## src/rtl/hazard_pkg.sv

```systemverilog
// Shared types and constants for the pipeline hazard scoreboard.
package hazard_pkg;

  // Branch handling: hold fetch while a control instr sits in ID, or
  // keep fetching sequentially and flush on a taken redirect.
  typedef enum logic {
    BR_STALL      = 1'b0,
    BR_PREDICT_NT = 1'b1
  } br_mode_e;

  // Result latencies (cycles a dependent must wait after issue).
  localparam int NOFWD_ALU_LAT  = 2;
  localparam int NOFWD_LOAD_LAT = 2;
  localparam int FWD_ALU_LAT    = 0;
  localparam int FWD_LOAD_LAT   = 1;

  // Width of one scoreboard counter; never narrower than one bit so a
  // fully forwarded core still elaborates cleanly.
  function automatic int sb_cnt_width(input int alu_lat, input int load_lat);
    int m;
    m = (alu_lat > load_lat) ? alu_lat : load_lat;
    if (m < 1) m = 1;
    return $clog2(m + 1);
  endfunction

endpackage

```

## src/rtl/hazard_sb_entry.sv

```systemverilog
// One scoreboard slot: loadable, freezable down-counter that stops at zero.
module hazard_sb_entry #(
  parameter int W = 2
) (
  input  logic         clk_i,
  input  logic         rst_i,
  input  logic         freeze_i,
  input  logic         load_i,
  input  logic [W-1:0] load_val_i,
  output logic         pending_o
);

  logic [W-1:0] cnt;

  // Load wins over countdown; a frozen pipeline keeps the slot unchanged.
  always_ff @(posedge clk_i or posedge rst_i) begin
    if (rst_i) begin
      cnt <= '0;
    end else if (load_i) begin
      cnt <= load_val_i;
    end else if (!freeze_i && (cnt != '0)) begin
      cnt <= cnt - W'(1);
    end
  end

  assign pending_o = |cnt;

endmodule

```

## src/rtl/hazard_scoreboard.sv

```systemverilog
// Hazard unit beside ID: scoreboard-based stalls, branch flush/stall,
// data-memory freeze and saturating stall/flush counters.
module hazard_scoreboard
  import hazard_pkg::*;
#(
  parameter int NUM_REGS = 32,
  parameter int REG_AW   = $clog2(NUM_REGS),
  parameter int ALU_LAT  = NOFWD_ALU_LAT,
  parameter int LOAD_LAT = NOFWD_LOAD_LAT,
  parameter int BR_MODE  = 0,
  parameter int PERF_W   = 32
) (
  input  logic              clk_i,
  input  logic              rst_i,
  input  logic              id_valid_i,
  input  logic [REG_AW-1:0] id_rs1_addr_i,
  input  logic [REG_AW-1:0] id_rs2_addr_i,
  input  logic              id_is_rs1_i,
  input  logic              id_is_rs2_i,
  input  logic [REG_AW-1:0] id_rd_addr_i,
  input  logic              id_rd_wren_i,
  input  logic              id_is_load_i,
  input  logic              id_is_ctrl_i,
  input  logic              ex_is_ctrl_i,
  input  logic              br_sel_i,
  input  logic              mem_stall_i,
  output logic              pc_enable_o,
  output logic              id_enable_o,
  output logic              ex_enable_o,
  output logic              mem_enable_o,
  output logic              wb_enable_o,
  output logic              id_reset_no,
  output logic              ex_reset_no,
  output logic              mem_reset_no,
  output logic              wb_reset_no,
  output logic              data_hazard_o,
  output logic [NUM_REGS-1:0] pending_o,
  output logic [PERF_W-1:0] stall_cnt_o,
  output logic [PERF_W-1:0] flush_cnt_o
);

  localparam int CW = sb_cnt_width(ALU_LAT, LOAD_LAT);
  localparam logic [CW-1:0] ALU_V  = CW'(ALU_LAT);
  localparam logic [CW-1:0] LOAD_V = CW'(LOAD_LAT);

  logic [NUM_REGS-1:0] pend;
  logic                hz;
  logic                take;
  logic                issue;
  logic                rd_load;
  logic [CW-1:0]       load_val;

  assign take  = ex_is_ctrl_i & br_sel_i;
  assign hz    = id_valid_i & ((id_is_rs1_i & pend[id_rs1_addr_i]) |
                               (id_is_rs2_i & pend[id_rs2_addr_i]));
  assign issue = id_valid_i & ~mem_stall_i & ~take & ~hz;

  // x0 is never a real producer, so its slot is simply absent.
  assign rd_load  = issue & id_rd_wren_i & (id_rd_addr_i != '0);
  assign load_val = id_is_load_i ? LOAD_V : ALU_V;
  assign pend[0]  = 1'b0;

  for (genvar r = 1; r < NUM_REGS; r++) begin : g_entry
    hazard_sb_entry #(.W(CW)) u_entry (
      .clk_i      (clk_i),
      .rst_i      (rst_i),
      .freeze_i   (mem_stall_i),
      .load_i     (rd_load && (id_rd_addr_i == REG_AW'(r))),
      .load_val_i (load_val),
      .pending_o  (pend[r])
    );
  end

  assign pending_o = pend;

  // Pipeline control, highest priority first: memory freeze, taken
  // redirect, data hazard, then the stall-mode branch bubble.
  always_comb begin
    pc_enable_o   = 1'b1;
    id_enable_o   = 1'b1;
    ex_enable_o   = 1'b1;
    mem_enable_o  = 1'b1;
    wb_enable_o   = 1'b1;
    id_reset_no   = 1'b1;
    ex_reset_no   = 1'b1;
    mem_reset_no  = 1'b1;
    wb_reset_no   = 1'b1;
    data_hazard_o = 1'b0;
    if (mem_stall_i) begin
      pc_enable_o  = 1'b0;
      id_enable_o  = 1'b0;
      ex_enable_o  = 1'b0;
      mem_enable_o = 1'b0;
      wb_enable_o  = 1'b0;
    end else if (take) begin
      id_reset_no = 1'b0;
      ex_reset_no = 1'b0;
    end else if (hz) begin
      pc_enable_o   = 1'b0;
      id_enable_o   = 1'b0;
      ex_reset_no   = 1'b0;
      data_hazard_o = 1'b1;
    end else if ((BR_MODE == int'(BR_STALL)) && id_valid_i && id_is_ctrl_i) begin
      pc_enable_o = 1'b0;
      id_reset_no = 1'b0;
    end
  end

  // Saturating performance counters for hazard stalls and taken flushes.
  always_ff @(posedge clk_i or posedge rst_i) begin
    if (rst_i) begin
      stall_cnt_o <= '0;
      flush_cnt_o <= '0;
    end else begin
      if (data_hazard_o && !(&stall_cnt_o)) stall_cnt_o <= stall_cnt_o + PERF_W'(1);
      if (take && !mem_stall_i && !(&flush_cnt_o)) flush_cnt_o <= flush_cnt_o + PERF_W'(1);
    end
  end

endmodule

```

## config.mk

```make
export PLATFORM = sky130hd
export DESIGN_NAME = hazard_scoreboard
export DESIGN_NICKNAME = d
export VERILOG_FILES = /design/src/rtl/hazard_pkg.sv /design/src/rtl/hazard_sb_entry.sv /design/src/rtl/hazard_scoreboard.sv
export SDC_FILE = /design/constraint.sdc
export NUM_CORES = 1
export LEC_CHECK = 0
export CAP_MARGIN = 15
export CORE_ASPECT_RATIO = 0.7
export CORE_MARGIN = 2
export CORE_UTILIZATION = 45
export CTS_BUF_LIST = sky130_fd_sc_hd__clkbuf_16
export DETAILED_ROUTE_END_ITERATION = 16
export PLACE_DENSITY_LB_ADDON = 0.2
export SLEW_MARGIN = 20
export SYNTH_ARGS = -nofsm -noshare
export SYNTH_HDL_FRONTEND = slang
export SYNTH_HIERARCHICAL = 1
export SYNTH_SLANG_ARGS = --single-unit
export TNS_END_PERCENT = 30
```

## constraint.sdc

```tcl
create_clock -name clk_i -period 5.4 [get_ports clk_i]
set_clock_uncertainty 0.1 [all_clocks]
set_input_delay 1.62 -clock clk_i [delete_from_list [all_inputs] [get_ports clk_i]]
set_output_delay 1.62 -clock clk_i [all_outputs]
set_load 0.005 [all_outputs]
```

==> impl_summary.txt <==
----------------------------------------------------
[Outcome]
  Status ... complete, no violations

[Setup path]
  Crit Path Max Fanout ... 7
  Crit. Startpoint ... id_rs1_addr_i[0]
  CP Launch Type ... input pin
  Category of the most critical setup path ... input pin to primary output
  Setup slack of the most critical reg-to-reg path ... 1.66 ns
  Path depth of the worst reg2reg path ... 13
  Worst R2R Start ... g_entry[25].u_entry/cnt[0]$_DFFE_PP0P_
  CP arrival ... 3.56 ns
  Worst reg2reg path endpoint ... g_entry[15].u_entry/cnt[1]$_DFFE_PP0P_
  Kind of end point of the critical path ... primary output
  Data required time at the worst endpoint ... 3.68 ns

[Timing]
  Setup TNS ... 0 ns
  FMAX ... 189.3 MHz
  Unrepaired setup endpoints after global routing ... false
  Number of hold violations in the final report ... 0
  Shortest clock period the worst path allows after layout ... 5.282 ns
  Crit share post-route ... between 90% and 100%
  Transition time at the pin with the least slew margin ... 0.8161 ns
  Number of setup violations in the final report ... 0
  Worst relative slew slack ... 45.60%
  Number of pins exceeding their max-slew limit in the final report ... 0
  Hold slack final ... 0.3842 ns

[Global routing]
  Largest net degree at the start of global routing ... 95
  Overall track demand over capacity in global routing ... a little over a fifth
  Number of global-route vias before repair ... 6438
  Global-route wire length before repair ... 32960 microns
  Remaining Overflow, GRT ... 0
  Antenna violations before repair ... 0

[Yosys]
  Post-synth cell types ... between 50 and 60
  Share of the synthesized area in the top cell type ... 38.86%
  Average footprint of a synthesized cell ... 9.034 sq um
  Top cells by area, synth ... sky130_fd_sc_hd__dfrtp_1 39%, sky130_fd_sc_hd__inv_1 6.3%, sky130_fd_sc_hd__or4_1 5.8%, sky130_fd_sc_hd__ha_1 5.1%, sky130_fd_sc_hd__xor2_1 4.6%
  Count of flip-flops with a built-in enable after synthesis ... 0
  Main flop type after synthesis ... sky130_fd_sc_hd__dfrtp_1
  Post-synthesis async set-or-reset flop share ... 100.0%
  Synth area leader ... sky130_fd_sc_hd__dfrtp_1
  Cells after synthesis ... 898
  Netlist Area Pre-Place ... 8113 sq um
  Sequential element share of the synthesized area ... 38.86%
  Register bit count reported by yosys ... 126
  Synth warnings ... 6

[Layout]
  Commonest cells after routing, fill and taps aside ... 135 x sky130_fd_sc_hd__inv_1, 126 x sky130_fd_sc_hd__dfrtp_1, 115 x sky130_fd_sc_hd__clkdlybuf4s50_1
  Number of fillers in the final layout ... roughly 1.6k
  N_diodes ... 0
  Most frequent standard cell in the layout excluding fill and tap cells ... sky130_fd_sc_hd__inv_1
  Nets ... 1172
  Synthesis-to-finish area growth ... 31.49%
  Share of cells above drive strength 1 ... 9.769%

[Placed design]
  Total of buffers placed on input and output ports ... 127
  Global placement routability congestion ... 0.8728
  Final HPWL from detailed placement ... approximately 15000 microns

[Power and ir drop]
  Worst voltage drop across the vdd grid ... 0.0002309 V
  Total power of the final layout ... 4.482 mW
  Leakage dissipation ... 4.937 nW
  Power density normalized to cell area ... 420.2 nW/um^2

[Min path]
  Cell depth of the worst min-delay path ... 1
  Type of the tightest min-delay check ... flop to flop
  Hold path endpoint ... stall_cnt_o[20]$_DFFE_PP0P_
  Worst min-delay path startpoint ... stall_cnt_o[20]$_DFFE_PP0P_

[Routing]
  First-pass detailed-route iteration total ... 5
  Total Wirelength ... approximately 20000 microns
  Drt initial violations ... 466
  Via count ... 7043
  Post-DR vias/cell ... 5.171
  DRC violation count after routing ... 0
  Average wire per standard cell ... about 15 microns
  Post-route antenna net violation count ... 0

[Floorplan]
  Number of rows created at floorplan ... 41
  Area of the core region ... 17850 sq um
  Die area ... 19140 sq um
  Die Width ... about 160 microns
  Die Span Y ... roughly 120 microns
  Initial core utilization ... between 40% and 50%
  I/O pin cnt ... 132

[Clock network]
  Latest clock arrival within the worst-skew pair ... 0.42 ns
  Library cell used as clock root buffer ... sky130_fd_sc_hd__clkbuf_16
  Number of levels the H-tree was split into ... 4
  Clock tree buffer depth ... 2
  Hold buffer count at CTS ... 0
  TritonCTS Buffers ... 17
  Sink Count ... 126
  CTS clock-pin slew for the worst setup and hold paths ... around 0.06 ns
  Clock tree from TritonCTS ... yes

[Flow run]
  Max-cap violation count ... 0

----------------------------------------------------
==> cell type report <==
| type | instances | area, sq um | share of cell area [%] |
|---|---|---|---|
| repair buffers | 153 | 1493 | 13.99 |
| multi-input cells | 679 | 4591 | 43.03 |
| clock buffers | 17 | 425.4 | 3.988 |
| clock inverters | 15 | 200.2 | 1.877 |
| well taps | 236 | 295.3 | 2.768 |
| inverters | 136 | 510.5 | 4.785 |
| flip-flops and latches | 126 | 3153 | 29.56 |
==> logic make-up (layout without fill, tap and decap cells) <==
kind of cell,after synthesis,after routing,share of synthesized area [%]
buffers and inverters,156,321,7.881
DFF,126,126,38.86
and+or+nand+nor,408,408,28.07
xor gates and xnor gates,60,60,6.477
muxes,28,28,4.627
AOI/OAI and AO/OA,85,85,8.899
other,2,65,0.09257
adders and majority gates,33,33,5.090
==> worst max path at each step <==
stage               slack [ns]     endpoint  cells after the start
finish                    0.12  id_enable_o                      9
global route              0.01  id_enable_o                      9
CTS                      -0.12  id_reset_no                     10
detailed placement       -0.63  id_enable_o                      7
global placement         -0.57  id_enable_o                      7
floorplan                 0.38  ex_reset_no                      7
==> metrics by stage <==
step / instance area [sq um] / worst slack [ns] / utilization [%] / instances
after floorplan: 8349 / 0.3837 / - / 961
final: 10670 / 0.1179 / 59.76 / 1362
after global routing: 10670 / 0.01060 / 59.76 / 1362
after CTS: 10660 / -0.1238 / 59.70 / 1362
after detailed placement: 9977 / -0.6345 / 55.89 / 1328
after global placement: 9977 / -0.5664 / 55.89 / 1328
==> layer usage <==
layer  vias up  GRT usage, %  part of all wire, %  wire length [microns]
met1      3355         32.28                   51                  10300
met3        31         4.545                  3.7                    759
met5         -             0                    0                      0
met2       137         32.44                   44                   8893
met4         0         6.957                  2.0                    404
li1       3520             -                    -                      -
==> synth_stat cells, types with 3 or more instances <==
cell                       count
sky130_fd_sc_hd__buf_4         7
sky130_fd_sc_hd__clkbuf_1      6
sky130_fd_sc_hd__buf_6         3
sky130_fd_sc_hd__and4_1       11
sky130_fd_sc_hd__nand4_1      15
sky130_fd_sc_hd__o21ai_0       3
sky130_fd_sc_hd__dfrtp_1     126
sky130_fd_sc_hd__o211ai_1     32
sky130_fd_sc_hd__o311ai_1     31
sky130_fd_sc_hd__ha_1         33
sky130_fd_sc_hd__xnor2_1      17
sky130_fd_sc_hd__or4_1        63
sky130_fd_sc_hd__inv_1       136
sky130_fd_sc_hd__nand3_1      39
sky130_fd_sc_hd__xor2_1       43
sky130_fd_sc_hd__mux2i_1      18
sky130_fd_sc_hd__nor3_2       14
sky130_fd_sc_hd__nor2b_1       8
sky130_fd_sc_hd__nand2b_1     35
sky130_fd_sc_hd__nor3_1       15
sky130_fd_sc_hd__and2_1        3
sky130_fd_sc_hd__buf_2         4
sky130_fd_sc_hd__mux4_2        6
sky130_fd_sc_hd__and3_1        7
sky130_fd_sc_hd__nand2_1      93
sky130_fd_sc_hd__a22oi_1       3
sky130_fd_sc_hd__nor2_1       86
==> report_power, final <==
part | switching (mW) | internal (mW)
Clock | 0.474 | 0.743
Combinational | 0.935 | 0.937
Sequential | 0.173 | 1.22
Total | 1.58 | 2.90
==> state kept, by name, summed over array words and instances (netlist names) <==
name and count:
stall_cnt_o 32, flush_cnt_o 32, g_entry.u_entry/cnt 62
==> timing repair <==
item | in CTS | in global routing
setup endpoints to repair | 5 | 3
buffers inserted | 2 | 0
gates resized for setup | 32 | 4
pin swaps | 6 | 3
==> critical path, cell delays in order <==
cell and delay (ns):
sky130_fd_sc_hd__clkdlybuf4s15_1 0.21, sky130_fd_sc_hd__buf_12 0.14, sky130_fd_sc_hd__mux4_2 0.52, sky130_fd_sc_hd__mux2i_1 0.14, sky130_fd_sc_hd__a22o_1 0.20, sky130_fd_sc_hd__a31oi_4 0.06, sky130_fd_sc_hd__or2_4 0.26, sky130_fd_sc_hd__a31oi_1 0.16
sky130_fd_sc_hd__dlygate4sd2_1 0.25
No activity file was read; power rests on OpenSTA's default activity.
